===== config.mk =====
export PLATFORM = sky130hd
export DESIGN_NAME = if_stage
export DESIGN_NICKNAME = d
export VERILOG_FILES = /design/src/rtl/if_stage_pkg.sv /design/src/rtl/if_skid_buf.sv /design/src/rtl/if_stage.sv
export SDC_FILE = /design/constraint.sdc
export NUM_CORES = 1
export LEC_CHECK = 0
export ABC_AREA = 1
export BUFFER_PORTS_ARGS = -buffer_cell sky130_fd_sc_hd__buf_2
export CORE_ASPECT_RATIO = 0.75
export CORE_MARGIN = 1.5
export CORE_UTILIZATION = 55
export CTS_CLUSTER_DIAMETER = 120
export DETAILED_ROUTE_END_ITERATION = 8
export PLACE_DENSITY = 0.78
export SLEW_MARGIN = 20
export SYNTH_ARGS = -nofsm -noshare
export SYNTH_HDL_FRONTEND = slang
export SYNTH_SLANG_ARGS = --single-unit

===== constraint.sdc =====
create_clock -name clk -period 2.4 [get_ports clk]
set_input_delay 0.48 -clock clk [delete_from_list [all_inputs] [get_ports clk]]
set_output_delay 0.48 -clock clk [all_outputs]
set_load 0.02 [all_outputs]

===== src/rtl/if_stage_pkg.sv =====
// Shared types, widths and FSM encodings for the RV64 instruction-fetch stage.
package if_stage_pkg;

  localparam int unsigned XLEN   = 64;
  localparam int unsigned INST_W = 32;

  localparam logic [XLEN-1:0] ZERO_WORD   = '0;
  localparam logic [XLEN-1:0] IF_RESET_PC = 64'h0000_0000_8000_0000;

  localparam logic [1:0] IF_FETCH = 2'd0;
  localparam logic [1:0] IF_DROP  = 2'd1;
  localparam logic [1:0] IF_HOLD  = 2'd2;

  // Redirect targets are word-aligned silently; no misalignment exception exists.
  function automatic logic [XLEN-1:0] align_pc(input logic [XLEN-1:0] addr);
    return addr & ~64'h3;
  endfunction

endpackage


===== src/rtl/if_skid_buf.sv =====
// One-entry {pc, inst} buffer that catches an accepted fetch while IF/ID is stalled.
module if_skid_buf
  import if_stage_pkg::*;
(
  input  logic              clk,
  input  logic              rst,
  input  logic              load,
  input  logic              clear,
  input  logic [XLEN-1:0]   load_pc,
  input  logic [INST_W-1:0] load_inst,
  output logic              valid,
  output logic [XLEN-1:0]   buf_pc,
  output logic [INST_W-1:0] buf_inst
);

  logic              valid_q;
  logic [XLEN-1:0]   pc_q;
  logic [INST_W-1:0] inst_q;

  // Clear wins over load: a redirect must never let a stale entry survive.
  always_ff @(posedge clk) begin
    if (rst) begin
      valid_q <= 1'b0;
      pc_q    <= ZERO_WORD;
      inst_q  <= '0;
    end else if (clear) begin
      valid_q <= 1'b0;
    end else if (load) begin
      valid_q <= 1'b1;
      pc_q    <= load_pc;
      inst_q  <= load_inst;
    end
  end

  assign valid    = valid_q;
  assign buf_pc   = pc_q;
  assign buf_inst = inst_q;

endmodule


===== src/rtl/if_stage.sv =====
// Instruction-fetch stage: owns the PC, drives the instruction bus and fills the IF/ID register.
module if_stage
  import if_stage_pkg::*;
#(
  parameter logic [XLEN-1:0] RESET_PC = IF_RESET_PC
) (
  input  logic              clk,
  input  logic              rst,
  input  logic              ex_redirect,
  input  logic [XLEN-1:0]   ex_target_pc,
  input  logic              stall_if,
  output logic              inst_req,
  output logic [XLEN-1:0]   inst_addr,
  input  logic              inst_ready,
  input  logic [INST_W-1:0] inst_rdata,
  output logic              if_valid,
  output logic [XLEN-1:0]   if_pc,
  output logic [INST_W-1:0] if_inst
);

  logic [1:0]        state_q, state_d;
  logic [XLEN-1:0]   pc_q, pc_d;
  logic [XLEN-1:0]   pend_pc_q, pend_pc_d;
  logic              if_valid_q, if_valid_d;
  logic [XLEN-1:0]   if_pc_q, if_pc_d;
  logic [INST_W-1:0] if_inst_q, if_inst_d;

  logic              accept;
  logic [XLEN-1:0]   target;
  logic [XLEN-1:0]   pc_inc;
  logic              buf_load;
  logic              buf_clear;
  logic              buf_valid;
  logic [XLEN-1:0]   buf_pc;
  logic [INST_W-1:0] buf_inst;

  assign inst_req  = !rst && ((state_q == IF_FETCH) || (state_q == IF_DROP));
  assign inst_addr = pc_q;
  assign accept    = inst_req && inst_ready;
  assign target    = align_pc(ex_target_pc);
  assign pc_inc    = pc_q + 64'd4;

  if_skid_buf u_skid_buf (
    .clk       (clk),
    .rst       (rst),
    .load      (buf_load),
    .clear     (buf_clear),
    .load_pc   (pc_q),
    .load_inst (inst_rdata),
    .valid     (buf_valid),
    .buf_pc    (buf_pc),
    .buf_inst  (buf_inst)
  );

  always_comb begin
    state_d    = state_q;
    pc_d       = pc_q;
    pend_pc_d  = pend_pc_q;
    if_valid_d = if_valid_q;
    if_pc_d    = if_pc_q;
    if_inst_d  = if_inst_q;
    buf_load   = 1'b0;
    buf_clear  = 1'b0;

    case (state_q)
      IF_FETCH: begin
        if (accept) begin
          if (ex_redirect) begin
            pc_d       = target;
            if_valid_d = 1'b0;
          end else if (stall_if && if_valid_q) begin
            buf_load = 1'b1;
            pc_d     = pc_inc;
            state_d  = IF_HOLD;
          end else begin
            if_valid_d = 1'b1;
            if_pc_d    = pc_q;
            if_inst_d  = inst_rdata;
            pc_d       = pc_inc;
          end
        end else if (ex_redirect) begin
          // The bus still owns the old request; park the target until it completes.
          pend_pc_d  = target;
          if_valid_d = 1'b0;
          state_d    = IF_DROP;
        end else if (!stall_if) begin
          if_valid_d = 1'b0;
        end
      end

      IF_DROP: begin
        if (ex_redirect) begin
          pend_pc_d = target;
        end
        if (ex_redirect || !stall_if) begin
          if_valid_d = 1'b0;
        end
        if (accept) begin
          pc_d    = ex_redirect ? target : pend_pc_q;
          state_d = IF_FETCH;
        end
      end

      IF_HOLD: begin
        if (ex_redirect) begin
          buf_clear  = 1'b1;
          if_valid_d = 1'b0;
          pc_d       = target;
          state_d    = IF_FETCH;
        end else if (!stall_if) begin
          if_valid_d = buf_valid;
          if_pc_d    = buf_pc;
          if_inst_d  = buf_inst;
          buf_clear  = 1'b1;
          state_d    = IF_FETCH;
        end
      end

      default: begin
        state_d = IF_FETCH;
      end
    endcase
  end

  always_ff @(posedge clk) begin
    if (rst) begin
      state_q    <= IF_FETCH;
      pc_q       <= RESET_PC;
      pend_pc_q  <= ZERO_WORD;
      if_valid_q <= 1'b0;
      if_pc_q    <= ZERO_WORD;
      if_inst_q  <= '0;
    end else begin
      state_q    <= state_d;
      pc_q       <= pc_d;
      pend_pc_q  <= pend_pc_d;
      if_valid_q <= if_valid_d;
      if_pc_q    <= if_pc_d;
      if_inst_q  <= if_inst_d;
    end
  end

  assign if_valid = if_valid_q;
  assign if_pc    = if_pc_q;
  assign if_inst  = if_inst_q;

endmodule


# Yosys cells after proc, flatten, opt, wreduce, memory -nomap -nowiden
# Index checks and enable logic that the tools add are counted.
[word_totals]
memories = 0
mem_bits_ro = 0
register_bits = 324
latchBits = 0
mem_bits_rw = 0
[classes]
add_sub_neg = 1
reduce_logical = 18
n_bitwise = 1
multipliers = 0
n_lt_le_gt_ge = 0
n_eq_ne = 17
muxes = 44
div_mod_pow = 0
shifts = 0
[ops]
columns = ["cell", "n"]
rows = [
  ["$mux W64", 11],
  ["$pmux W64 S2", 2],
  ["$pmux W64 S3", 1],
  ["$mux W32", 5],
  ["$add A64 B3 Y64 const B", 1],
  ["$pmux W32 S2", 1],
  ["$ne A2 B2 Y1 const B", 8],
  ["$mux W1", 15],
  ["$mux W2", 7],
  ["$reduce_and A5 Y1", 2],
  ["$ne A3 B3 Y1 const B", 3],
  ["$ne A4 B4 Y1 const B", 2],
  ["$pmux W2 S3", 1],
  ["$reduce_and A6 Y1", 1],
  ["$reduce_and A2 Y1", 2],
  ["$reduce_and A4 Y1", 1],
  ["$reduce_bool A2 Y1", 2],
  ["$logic_and A1 B1 Y1", 3],
  ["$ne A3 B2 Y1 const B", 1],
  ["$pmux W1 S3", 1],
  ["$reduce_bool A3 Y1", 1],
  ["$eq A2 B1 Y1 const B", 1],
  ["$eq A2 B2 Y1 const B", 1],
  ["$logic_not A1 Y1", 2],
  ["5 further kinds", 6],
]

# Longest topological paths before layout
[depth]
ltp_word = 7
ltp_mapped = 15
ltp_nobuf = 14

# By module
# A second synthesis with hierarchy kept.
[hier_totals]
hier_cells = 2683
area_unflattened_um2 = 17107.7
[modules_own_cells]
columns = ["module", "cells_each", "instances", "seq_area_each_um2", "area_per_inst_um2"]
rows = [
  ["if_stage", 2059, 1, 4544.4, 13010.0],
  ["if_skid_buf", 624, 1, 1941.9, 4097.7],
]

# Worst setup path after synthesis
# No wires, ideal clock.
[synth_timing]
kind = "register -> register"
start = "register state_q[1]"
end = "register pc_q[21], in the netlist inst_addr[21]"
stages_incl_launch_ff = 15
synth_period_minus_slack_ns = 1.926
path_slack_ns = 0.474
t_required_ns = 2.268
t_arrival_ns = 1.794
path_buffers = 2
path_cell_list = "dfxtp_1 > inv_1 > ha_1 > buf_4 > nor2_2 > nor2_4 > nand2_4 > inv_2 > nor2_2 > inv_2 > nand3_2 > clkbuf_1 > a21oi_1 > nand2_1 > a21oi_1"
[synth_between]
elab_chain_cells = 6
[synth_rtl]
columns = ["element", "line_no", "source"]
rows = [
  ["from (decl)", "if_stage.sv:21", "logic [1:0] state_q, state_d;"],
  ["from (signal assigned)", "if_stage.sv:134", "state_q <= state_d;"],
  ["$eq A2 B1 Y1 / $logic_not A2 Y1 (equally long branches)", "if_stage.sv:37", "assign inst_req = !rst && ((state_q == IF_FETCH) || (state_q == IF_DROP));"],
  ["$logic_or A1 B1 Y1 (*)", "if_stage.sv:37", ""],
  ["$logic_and A1 B1 Y1 (*)", "if_stage.sv:37", ""],
  ["via inst_req", "if_stage.sv:12", "output logic inst_req,"],
  ["$logic_and A1 B1 Y1 (*)", "if_stage.sv:39", "assign accept = inst_req && inst_ready;"],
  ["$ne A2 B2 Y1 (no source line)", "--", ""],
  ["$reduce_and A4 Y1 (no source line) (*)", "--", ""],
  ["to (signal assigned)", "if_stage.sv:135", "pc_q <= pc_d;"],
  ["to (decl)", "if_stage.sv:22", "logic [XLEN-1:0] pc_q, pc_d;"],
]
# The timed path passes the listed nets; every way through them passes the cells marked *.
# A chain may end at the register's enable or synchronous reset.

# Worst setup path after layout
[layout_timing]
start = "register pc_q[18], in the netlist inst_addr[18]"
end = "register pc_q[32], in the netlist inst_addr[32]"
[layout_between]
elab_chain_cells = 4
[layout_rtl]
columns = ["element", "line_no", "source"]
rows = [
  ["$add A64 B3 Y64", "if_stage.sv:41", "assign pc_inc = pc_q + 64'd4;"],
  ["$mux W64", "if_stage.sv:68", "if (ex_redirect) begin"],
  ["$mux W64", "if_stage.sv:67", "if (accept) begin"],
  ["$pmux W64 S3", "if_stage.sv:65", "case (state_q)"],
]
# Every way passes these cells. The select of a mux whose other input is x is not followed.

==> impl_metrics.yaml <==
routing:
  drt_iter0_drc: 1992
  vias_per_cell: 5.94
  drt_pass1_iterations: 6
  route.detailed.drc: 0
  ant_nets: 0
  wl_um: 57000
  wl_per_cell_um: 18.8
  routed-via-count: 18000
placement:
  place.detailed.hpwl_um: 38100
  gp_congestion: 0.941
  port_buffers: 260
  pre_cts_ws_ns: 0.0549
clocking:
  clock_sink_count: 324
  insertion_delay_ns: 0.54
  cts_max_path_buffers: 3
  cts-htree-levels: 2
  postCtsSetupBuffers: 0
  cts_inserted_buffers: 35
  cts_root_buf: "clkbuf_16"
  postCtsHoldBufs: 0
  cts.reportedPaths.clkPinSlew_ns: 0.06
  cts_tree: "yes"
power_and_ir_drop:
  ir_drop_mv: 0.673
  p_per_area_nw_per_um2: 1190
  internal-power_w: 0.0131
  switching_power_w: 0.00957
  pwr-share-clk_pct: 24.7
  swShare_pct: 42.3
  p_comb_share_pct: 39.7
  p_leak_nw: 7.67
  p_seq_share_pct: 35.6
global_route:
  grt_overflow: 0
  grt_max_degree: 159
  antenna_found_initial: 1
  grt_usage_pct: 36.1
  grt_pass1_wl_um: 87300
  grt_pass1_vias: 16100
sta:
  fin_tns_setup_ns: 0
  max-slew-margin-rel_pct: 34.0
  min_period_ns: 2.31
  rsz0062_at_grt: "no"
  tightest_slew_ns: 0.990
  min_period_over_period_pct: 96.3
  clock.fmax_mhz: 433
  whs_ns: 0.210
  finClkSkew_ns: 0.0171
  drv_slew: 0
  finalHoldViolCount: 0
  fin_ws_ns: 0.0896
  setup_violations: 0
synthesis:
  synth-compound-area-share_pct: 25.9
  synth_top_family_by_area: "compound AO/OA/AOI/OAI gates"
  synth_fa_ha_area_share_pct: 0.389
  yosysWarnings: 0
  synth_xor_area_share_pct: 0.272
  synth_top_area_cell: "dfxtp_1"
  synthFlopType: "dfxtp_1"
  muxShareOfSynthArea_pct: 0
  synth_cell_types: 33
  syn_avg_cell_area_sq_um: 6.63
  netlist_instances: 2425
  synth_enable_flop_cells: 0
  synthTopCellsByArea: "dfxtp_1 40%, nand2_1 16%, a21oi_1 8.6%"
  syn_nets: 2531
  synth-seq-area-share_pct: 40.3
  synth_seq_cells: 324
  yosys.area_share.simple_pct: 25.5
  async_reset_ff_share_pct: 0
  syn_area_sq_um: 16100
  yosys.area.top_type_share_pct: 40.3
cells_and_area:
  syn_to_final_growth_pct: 18.7
  final_common_cell: "nand2_1"
  nFillCells: 2559
  drive_above_1_share_pct: 15.9
  final_cell_mix: "697 x nand2_1, 324 x dfxtp_1, 277 x a21oi_1, 259 x buf_2, 223 x o21ai_0"
  fin_nets: 2724
setup_path:
  cp_common_cell: "nand2_1"
  rrSetupSlack_ns: 0.09
  path_class: "flip-flop to flip-flop"
  crit_required_ns: 2.86
  worst_ep_arrival_time_ns: 2.77
  path_cells: "nand2_1 > nor2_4 > nand2_1 > nor2_1 > nand2_1 > a21oi_1 > o21ai_0 > buf_4 > nand3_1 > nand2_1 > a21oi_1"
  crit_slowest_cell: "dfxtp_1"
  slowest_delay_ns: 0.57
  start_kind: "flip-flop"
  critPathMaxFanout: 7
  cp-end-kind: "flip-flop"
floorplanning:
  die_area_sq_um: 30300
  ioPinCount: 263
  die_height_um: 151
  rows: 53
  dieWidth_um: 200
  initial_core_util_pct: 56.6
  coreArea_sq_um: 28400
status:
  run_status: "finished, final reports clean"
run:
  drv_cap: 0
hold_path:
  worstHoldPathType: "input pin to flip-flop"
## cell usage after synthesis (10+ instances only)
cell type  count
o21ai_0      223
inv_1         94
nand3_1       93
inv_2         10
dfxtp_1      324
buf_2         50
nand2_1      697
o21ai_1       89
clkbuf_1      95
a211oi_1      24
a21oi_1      277
buf_1         12
buf_6         10
nor2_1       220
a31oi_1      152
## cell families after synthesis
| kind of cell | Yosys count |
|---|---|
| flops | 324 |
| xor+xnor | 5 |
| buf+inv | 280 |
| fa+ha+maj | 5 |
| compound gates | 776 |
| simple gates | 1035 |
## metrics by stage
step	power [W]	util [%]	cells	area [sq um]
6_report	0.0226	67.2	3028	19100
5_1_grt	0.0238	67.2	3028	19100
4_1_cts	0.0224	66.9	3025	19000
3_5_place_dp	0.0168	62.7	2964	17800
3_3_place_gp	0.0166	62.7	2964	17800
2_1_floorplan	0.0137	-	2425	16100
## routing by layer
metal	global-route usage, %	part of all wire [%]	vias to the layer above
met5	0	0	-
met4	15.1	3.9	0
met3	5.23	8.9	141
met1	48.6	42	8323
li1	-	-	8585
met2	58.6	45	938
## critical path: cells and delay by family, from the launching register on
family                 cells  cell delay [ns]
buffers and inverters      1             0.15
and+or+nand+nor            7             1.11
AOI/OAI and AO/OA          3             0.40
DFF                        1             0.57
## power groups by stage
stage | clock network (W) | logic (W) | registers [W]
floorplan | 0 | 0.00476 | 0.00894
global placement | 0 | 0.00855 | 0.00807
detailed placement | 0 | 0.00870 | 0.00811
CTS | 0.00560 | 0.00875 | 0.00801
global route | 0.00585 | 0.00980 | 0.00819
finish | 0.00559 | 0.00900 | 0.00806
## state kept, by name, summed over array words and instances, names as in the netlist
name and flops:
if_inst 32, if_pc 64, if_valid 1, inst_addr 64
pend_pc_q 64, state_q 2, u_skid_buf.buf_inst 32, u_skid_buf.buf_pc 64
u_skid_buf.valid 1
## worst paths after layout
check	startpoint	endpoint	cells after the start
hold / removal	inst_rdata[14]	u_skid_buf.buf_inst[14]	3
setup reg to reg	inst_addr[18]	inst_addr[32]	11
hold reg to reg	u_skid_buf.buf_pc[4]	if_pc[4]	2
setup / recovery	inst_addr[18]	inst_addr[32]	11
## cell type report
| class | count | area, sq um | area share (%) |
|---|---|---|---|
| Antenna cell | 1 | 2.50 | 0.0131 |
| Clock buffer | 44 | 981 | 5.14 |
| Clock inverter | 17 | 194 | 1.02 |
| Inverter | 106 | 432 | 2.26 |
| Multi-Input combinational cell | 1821 | 8420 | 44.1 |
| Sequential cell | 324 | 6490 | 34.0 |
| Tap cell | 385 | 482 | 2.52 |
| Timing Repair Buffer | 330 | 2090 | 10.9 |
## timing repair
| item | CTS | global route |
|---|---|---|
| gates resized for setup | 0 | 8 |
| endpoints found under the hold margin | 0 | 0 |
| setup endpoints to repair | 0 | 136 |
Note: power is estimated with default switching activity, not from simulation.
